==> src/rtl/bp_fe_queue_enqueuer_pkg.sv <==
// Shared FE-queue types: processor config, fe_queue packet layout and the
// enqueuer state encoding.
package bp_fe_queue_enqueuer_pkg;

    typedef enum logic [0:0] {
        e_bp_default_cfg = 1'b0
    } bp_params_e;

    localparam int unsigned vaddr_width_gp               = 39;
    localparam int unsigned instr_width_gp               = 32;
    localparam int unsigned branch_metadata_fwd_width_gp = 36;

    function automatic int unsigned vaddr_width_f(input bp_params_e cfg);
        unique case (cfg)
            e_bp_default_cfg: return vaddr_width_gp;
            default:          return vaddr_width_gp;
        endcase
    endfunction

    function automatic int unsigned bmfwd_width_f(input bp_params_e cfg);
        unique case (cfg)
            e_bp_default_cfg: return branch_metadata_fwd_width_gp;
            default:          return branch_metadata_fwd_width_gp;
        endcase
    endfunction

    typedef enum logic [0:0] {
        e_fe_fetch     = 1'b0,
        e_fe_exception = 1'b1
    } bp_fe_queue_type_e;

    typedef enum logic [1:0] {
        e_instr_misaligned   = 2'd0,
        e_itlb_miss          = 2'd1,
        e_instr_access_fault = 2'd2,
        e_instr_page_fault   = 2'd3
    } bp_fe_exception_code_e;

    typedef struct packed {
        logic [vaddr_width_gp-1:0]               pc;
        logic [instr_width_gp-1:0]               instr;
        logic [branch_metadata_fwd_width_gp-1:0] branch_metadata_fwd;
    } bp_fe_fetch_s;

    localparam int unsigned fe_msg_width_gp  = $bits(bp_fe_fetch_s);
    localparam int unsigned exc_pad_width_gp =
        fe_msg_width_gp - vaddr_width_gp - $bits(bp_fe_exception_code_e);

    // Padding sits above the payload so both union members share one width.
    typedef struct packed {
        logic [exc_pad_width_gp-1:0] padding;
        logic [vaddr_width_gp-1:0]   vaddr;
        bp_fe_exception_code_e       exception_code;
    } bp_fe_exception_s;

    typedef union packed {
        bp_fe_fetch_s     fetch;
        bp_fe_exception_s exception;
    } bp_fe_queue_msg_u;

    typedef struct packed {
        bp_fe_queue_type_e msg_type;
        bp_fe_queue_msg_u  msg;
    } bp_fe_queue_s;

    localparam int unsigned fe_queue_width_gp = $bits(bp_fe_queue_s);

    typedef enum logic [0:0] {
        e_run      = 1'b0,
        e_exc_wait = 1'b1
    } bp_fe_enq_state_e;

endpackage

==> src/rtl/bp_fe_enq_fifo.sv <==
// Small circular buffer with async reset and synchronous clear; head is
// presented combinationally from storage.
module bp_fe_enq_fifo #(
    parameter int unsigned width_p = 1,
    parameter int unsigned els_p   = 2,
    localparam int unsigned ptr_w_lp = $clog2(els_p),
    localparam int unsigned cnt_w_lp = ptr_w_lp + 1
) (
    input  logic                clk_i,
    input  logic                reset_i,
    input  logic                clr_i,
    input  logic                enq_i,
    input  logic [width_p-1:0]  data_i,
    input  logic                deq_i,
    output logic [width_p-1:0]  data_o,
    output logic [cnt_w_lp-1:0] cnt_o
);

    logic [width_p-1:0]  mem_q [els_p];
    logic [ptr_w_lp-1:0] rptr_q;
    logic [ptr_w_lp-1:0] wptr_q;
    logic [cnt_w_lp-1:0] cnt_q;

    always_ff @(posedge clk_i or posedge reset_i) begin
        if (reset_i) begin
            rptr_q <= '0;
            wptr_q <= '0;
            cnt_q  <= '0;
        end else if (clr_i) begin
            rptr_q <= '0;
            wptr_q <= '0;
            cnt_q  <= '0;
        end else begin
            if (enq_i) wptr_q <= wptr_q + ptr_w_lp'(1);
            if (deq_i) rptr_q <= rptr_q + ptr_w_lp'(1);
            unique case ({enq_i, deq_i})
                2'b10:   cnt_q <= cnt_q + cnt_w_lp'(1);
                2'b01:   cnt_q <= cnt_q - cnt_w_lp'(1);
                default: cnt_q <= cnt_q;
            endcase
        end
    end

    always_ff @(posedge clk_i) begin
        if (enq_i && !clr_i) mem_q[wptr_q] <= data_i;
    end

    assign data_o = mem_q[rptr_q];
    assign cnt_o  = cnt_q;

    a_no_overflow: assert property (@(posedge clk_i) disable iff (reset_i)
        !(enq_i && (cnt_q == cnt_w_lp'(els_p))));
    a_no_underflow: assert property (@(posedge clk_i) disable iff (reset_i)
        !(deq_i && (cnt_q == '0)));
    a_els_pow2: assert property (@(posedge clk_i)
        (els_p >= 2) && ((els_p & (els_p - 1)) == 0));

endmodule

==> src/rtl/bp_fe_queue_enqueuer.sv <==
// FE-side producer of the FE queue: packs fetches/exceptions into fe_queue
// packets, buffers them and stalls after an exception until redirect.
module bp_fe_queue_enqueuer
    import bp_fe_queue_enqueuer_pkg::*;
#(
    parameter bp_params_e  bp_params_p = e_bp_default_cfg,
    parameter int unsigned els_p       = 2,
    localparam int unsigned vaddr_w_lp = vaddr_width_f(bp_params_p),
    localparam int unsigned bmfwd_w_lp = bmfwd_width_f(bp_params_p)
) (
    input  logic                          clk_i,
    input  logic                          reset_i,
    input  logic                          fetch_v_i,
    input  logic [vaddr_w_lp-1:0]         fetch_pc_i,
    input  logic [31:0]                   fetch_instr_i,
    input  logic [bmfwd_w_lp-1:0]         fetch_meta_i,
    input  logic                          exc_v_i,
    input  bp_fe_exception_code_e         exc_code_i,
    input  logic [vaddr_w_lp-1:0]         exc_vaddr_i,
    output logic                          fetch_ready_o,
    input  logic                          redirect_i,
    output logic [fe_queue_width_gp-1:0]  fe_queue_o,
    output logic                          fe_queue_v_o,
    input  logic                          fe_queue_ready_i,
    output logic                          stalled_o
);

    localparam int unsigned cnt_w_lp = $clog2(els_p) + 1;

    bp_fe_enq_state_e              state_q;
    logic                          stalled_q;
    logic [cnt_w_lp-1:0]           cnt;
    logic [fe_queue_width_gp-1:0]  head;
    bp_fe_queue_s                  enq_pkt;
    logic                          accept;
    logic                          deq;

    assign fetch_ready_o = (state_q == e_run) && (cnt != cnt_w_lp'(els_p)) && !redirect_i;
    assign accept        = (fetch_v_i || exc_v_i) && fetch_ready_o;
    assign fe_queue_v_o  = (cnt != '0);
    assign deq           = fe_queue_v_o && fe_queue_ready_i;
    assign fe_queue_o    = fe_queue_v_o ? head : '0;
    assign stalled_o     = stalled_q;

    // Exception wins over a same-cycle fetch; the fetch is dropped.
    always_comb begin
        enq_pkt = '0;
        if (exc_v_i) begin
            enq_pkt.msg_type                     = e_fe_exception;
            enq_pkt.msg.exception.vaddr          = exc_vaddr_i;
            enq_pkt.msg.exception.exception_code = exc_code_i;
        end else begin
            enq_pkt.msg_type                      = e_fe_fetch;
            enq_pkt.msg.fetch.pc                  = fetch_pc_i;
            enq_pkt.msg.fetch.instr               = fetch_instr_i;
            enq_pkt.msg.fetch.branch_metadata_fwd = fetch_meta_i;
        end
    end

    always_ff @(posedge clk_i or posedge reset_i) begin
        if (reset_i) begin
            state_q   <= e_run;
            stalled_q <= 1'b0;
        end else if (redirect_i) begin
            state_q   <= e_run;
            stalled_q <= 1'b0;
        end else if (accept && exc_v_i) begin
            state_q   <= e_exc_wait;
            stalled_q <= 1'b1;
        end
    end

    bp_fe_enq_fifo #(
        .width_p (fe_queue_width_gp),
        .els_p   (els_p)
    ) u_fifo (
        .clk_i   (clk_i),
        .reset_i (reset_i),
        .clr_i   (redirect_i),
        .enq_i   (accept),
        .data_i  (enq_pkt),
        .deq_i   (deq),
        .data_o  (head),
        .cnt_o   (cnt)
    );

endmodule

==> config.mk <==
export PLATFORM = sky130hd
export DESIGN_NAME = bp_fe_queue_enqueuer
export DESIGN_NICKNAME = d
export VERILOG_FILES = /design/src/rtl/bp_fe_queue_enqueuer_pkg.sv /design/src/rtl/bp_fe_enq_fifo.sv /design/src/rtl/bp_fe_queue_enqueuer.sv
export SDC_FILE = /design/constraint.sdc
export NUM_CORES = 1
export LEC_CHECK = 0
export ABC_AREA = 1
export CAP_MARGIN = 20
export CORE_UTILIZATION = 55
export CTS_CLUSTER_DIAMETER = 100
export DETAILED_ROUTE_END_ITERATION = 7
export DONT_BUFFER_PORTS = 1
export GPL_ROUTABILITY_DRIVEN = 0
export PLACE_DENSITY = 0.73
export SLEW_MARGIN = 0
export SYNTH_ARGS = -nofsm -noshare
export SYNTH_HDL_FRONTEND = slang
export SYNTH_SLANG_ARGS = --single-unit
export TNS_END_PERCENT = 1
==> constraint.sdc <==
create_clock -name clk_i -period 6.25 [get_ports clk_i]
set_clock_uncertainty 0.2 [all_clocks]
set_input_delay 0.9375 -clock clk_i [delete_from_list [all_inputs] [get_ports clk_i]]
set_output_delay 0.9375 -clock clk_i [all_outputs]
set_load 0.01 [all_outputs]
==> results by group <==
Critical path
  – Slowest stage cell, crit path: sky130_fd_sc_hd__nor2_4
  – Worst Setup End Kind: output pin
  – CP startpoint kind: flop
  – Endpoint of the lowest-slack register-to-register path: u_fifo.mem_q[1][49]$_DFFE_PP_
  – Setup Crit Path Kind: reg2out
  – Cell depth of the worst flop-to-flop path: 4
  – Cell chain of the critical path: nor2_4, buf_4, a21oi_1
  – Data required time at the worst endpoint: 5.11 ns
  – Worst EP arrival: 2.71 ns
  – Largest fanout on the critical path: 67
  – Launch instance of the worst register-to-register path: stalled_o$_DFFE_PP0P_
  – Largest incremental delay on the critical path: 0.78 ns
  – Slack of the worst reg-to-reg path: 3.66 ns

Logic synthesis
  – Compound-cell area share of the yosys netlist: 6.28%
  – Netlist area before placement: 9480 sq um
  – Xor-xnor portion of the synthesized cell area: 0%
  – Synth Area in Adders: 0%
  – Sequential share of the synthesized area: 69.8%
  – Count of unique library cells instantiated by Yosys: 26
  – Fraction of the mapped netlist area in simple logic gates: 17.8%
  – Number of nets produced by synthesis: 1047
  – Mean instance size in the synthesized netlist: 10.6 sq um
  – Main combinational cell family by area after synthesis: simple AND/OR/NAND/NOR gates
  – Number of warnings issued by yosys: 0
  – Post-synthesis mux area share: 0%
  – Flops & latches, synth: 221
  – Instance count of the mapped netlist: 893

Clock tree
  – Setup fix buffers added after clock tree synthesis: 0
  – Clock-pin slew on the worst setup and hold paths: 0.06 ns
  – Cts-stage hold buffer count: 0
  – Htree depth: 1
  – Sink Count: 221
  – Root Buffer Master: sky130_fd_sc_hd__clkbuf_16
  – Skew-Pair Late Insertion Delay: 0.49 ns
  – Number of buffers created by CTS: 22
  – Clk buf depth: 3
  – CTS tree: built
  – Resize count post-CTS: 0

Final layout
  – Top library cells by usage in the layout, fill and taps aside: 344 x sky130_fd_sc_hd__nand2_1, 216 x sky130_fd_sc_hd__edfxtp_1, 100 x sky130_fd_sc_hd__a21oi_1
  – Total Nets Final: 1027
  – Leading cell type in the layout, fill and taps excluded: sky130_fd_sc_hd__nand2_1
  – Core Util, Final: 61.2%
  – Ant diodes: 0
  – Area grow syn2layout: 7.83%
  – Fraction of final layout cells sized beyond drive strength 1: 6.86%

GRT
  – Via count of the first global-routing pass: 5497
  – Total overflow reported by the global router: 0
  – Maximum number of pins on one net before global-route repair: 111
  – Global-route wire length before repair: 28400 um
  – Initial antenna violation count: 0
  – GR Util All Layers: 20.9%

Timing
  – Slew Limit Headroom: 35.3%
  – Worst-margin pin slew: 0.968 ns
  – Slack of the critical path: 2.40 ns
  – Final worst path period need: 3.85 ns
  – Highest achievable clock rate: 260 MHz
  – Number of hold violations in the final report: 0
  – Part of the cycle the worst path needs: 61.6%
  – Fin. max-slew vios: 0
  – Final Setup Violations: 0
  – RSZ-0062 raised after global routing: no

Pwr
  – PD cells: 409 nW/um^2
  – Switching component of the power: 1.38 mW
  – Pint: 2.79 mW
  – Worst supply voltage drop on vdd: 0.000263 V
  – Clock share of power: 29.2%
  – LEAKAGE: 4.03 nW
  – Fraction of power consumed by combinational cells: 23.8%
  – Net switching fraction of the power: 33.1%
  – Share of power burned in registers: 47.0%

Drt
  – Detailed Routing Iterations Pass 1: 5
  – Routed vias/inst: 5.35
  – Number of design-rule violations left by the first detailed-router iteration: 389
  – Final wirelength: 19200 um
  – Count of unresolved DRC violations after routing: 0
  – Total number of vias: 5931
  – Remaining antenna violation count: 0
  – Average wire per cell in the routed design: 17.3 um

Floorplan
  – Initial core utilization: 56.7%
  – Core Box Area: 16700 sq um
  – Die Span X: 133 um
  – Die Y-Extent: 133 um
  – I/O pin count: 265
  – Number of cell rows: 47
  – Area of the die: 17800 sq um

Place
  – Buffers added on ports: 0
  – Placement Setup Slack: 2.81 ns
  – Half-perimeter wire length after placement: 12200 um

Worst hold path
  – Worst hold path type: in2async

Flow run
  – Total of max-cap violations: 0

Run status
  – Outcome: completed
## metal layers
metal  GRT usage, %  share of wire, %  vias to the layer above
met5              0                 0                        -
met4           9.03               3.8                        0
met3           4.57               7.0                       50
met2           35.8                50                      270
met1           25.7                39                     2724
li1               -                 -                     2887
## cell type report
cell class                      instances  area, sq um
Clock inverter                          4         20.0
Multi-Input combinational cell        544         2300
Tap cell                              220          275
Fill cell                            1361         6480
Timing Repair Buffer                    7         65.1
Clock buffer                           36          654
Inverter                               77          293
Sequential cell                       221         6620
## cell usage after synthesis (all sizes together)
master	number	area, sq um
a21oi	109	579
edfxtp	216	6490
nand3	5	42.5
buf	38	245
o22ai	1	6.26
clkbuf	13	48.8
o21ai	2	10.0
nor2	75	292
nand2	350	1340
nand4	2	12.5
clkinv	2	8.75
inv	75	282
dfrtp	5	125
## state kept, by name (all words and copies together), names as in the netlist
register / cells
u_fifo.mem_q: 216
stalled_o: 1
u_fifo.cnt_o: 2
u_fifo.rptr_q: 1
u_fifo.wptr_q: 1
## through the flow
step / total power [mW] / cells / setup TNS, ns / hold WS [ns] / cell area (sq um)
after floorplan: 2.85 / 893 / -83.86 / 0.268 / 9480
after global placement: 2.98 / 1068 / 0 / 0.344 / 9520
after detailed placement: 3.01 / 1068 / 0 / 0.352 / 9520
after CTS: 4.22 / 1108 / 0 / 0.0254 / 10200
after global routing: 4.37 / 1109 / 0 / 0.0381 / 10200
final: 4.18 / 1109 / 0 / 0.0368 / 10200
## logic make-up (layout without fill, tap and decap cells)
group | after synthesis | in the layout
compound gates | 112 | 112
simple gates | 432 | 432
buf+inv | 128 | 124
flops | 221 | 221
## worst max-delay path: cells and delay by family, from the launching register on
kind,cells,cell delay [ns]
buffers and inverters,1,0.70
AO/OA/AOI/OAI,1,0.21
AND/OR/NAND/NOR,1,0.78
flip-flops,1,0.46
## power groups by stage
stage / sequential, mW / combinational (mW) / clock [mW]
finish: 1.96 / 0.995 / 1.22
global route: 1.98 / 1.10 / 1.29
CTS: 1.96 / 1.01 / 1.24
detailed placement: 1.99 / 1.02 / 0
global placement: 1.99 / 0.990 / 0
floorplan: 1.99 / 0.859 / 0
## worst max-delay path by stage
| stage | start | end | slack, ns | depth (start not counted) |
|---|---|---|---|---|
| final | u_fifo.cnt_o[1]$_DFFE_PP0P_ | fe_queue_o[88] | 2.40 | 3 |
| after global routing | u_fifo.cnt_o[1]$_DFFE_PP0P_ | fe_queue_o[5] | 2.18 | 3 |
| after detailed placement | exc_v_i | u_fifo.mem_q[1][52]$_DFFE_PP_ | 2.81 | 5 |
| after floorplan | exc_v_i | u_fifo.mem_q[0][0]$_DFFE_PP_ | -0.39 | 5 |
| after CTS | u_fifo.cnt_o[1]$_DFFE_PP0P_ | fe_queue_o[88] | 2.34 | 3 |
| after global placement | exc_v_i | u_fifo.mem_q[1][37]$_DFFE_PP_ | 2.91 | 5 |
No activity file was read; power rests on OpenSTA's default activity.
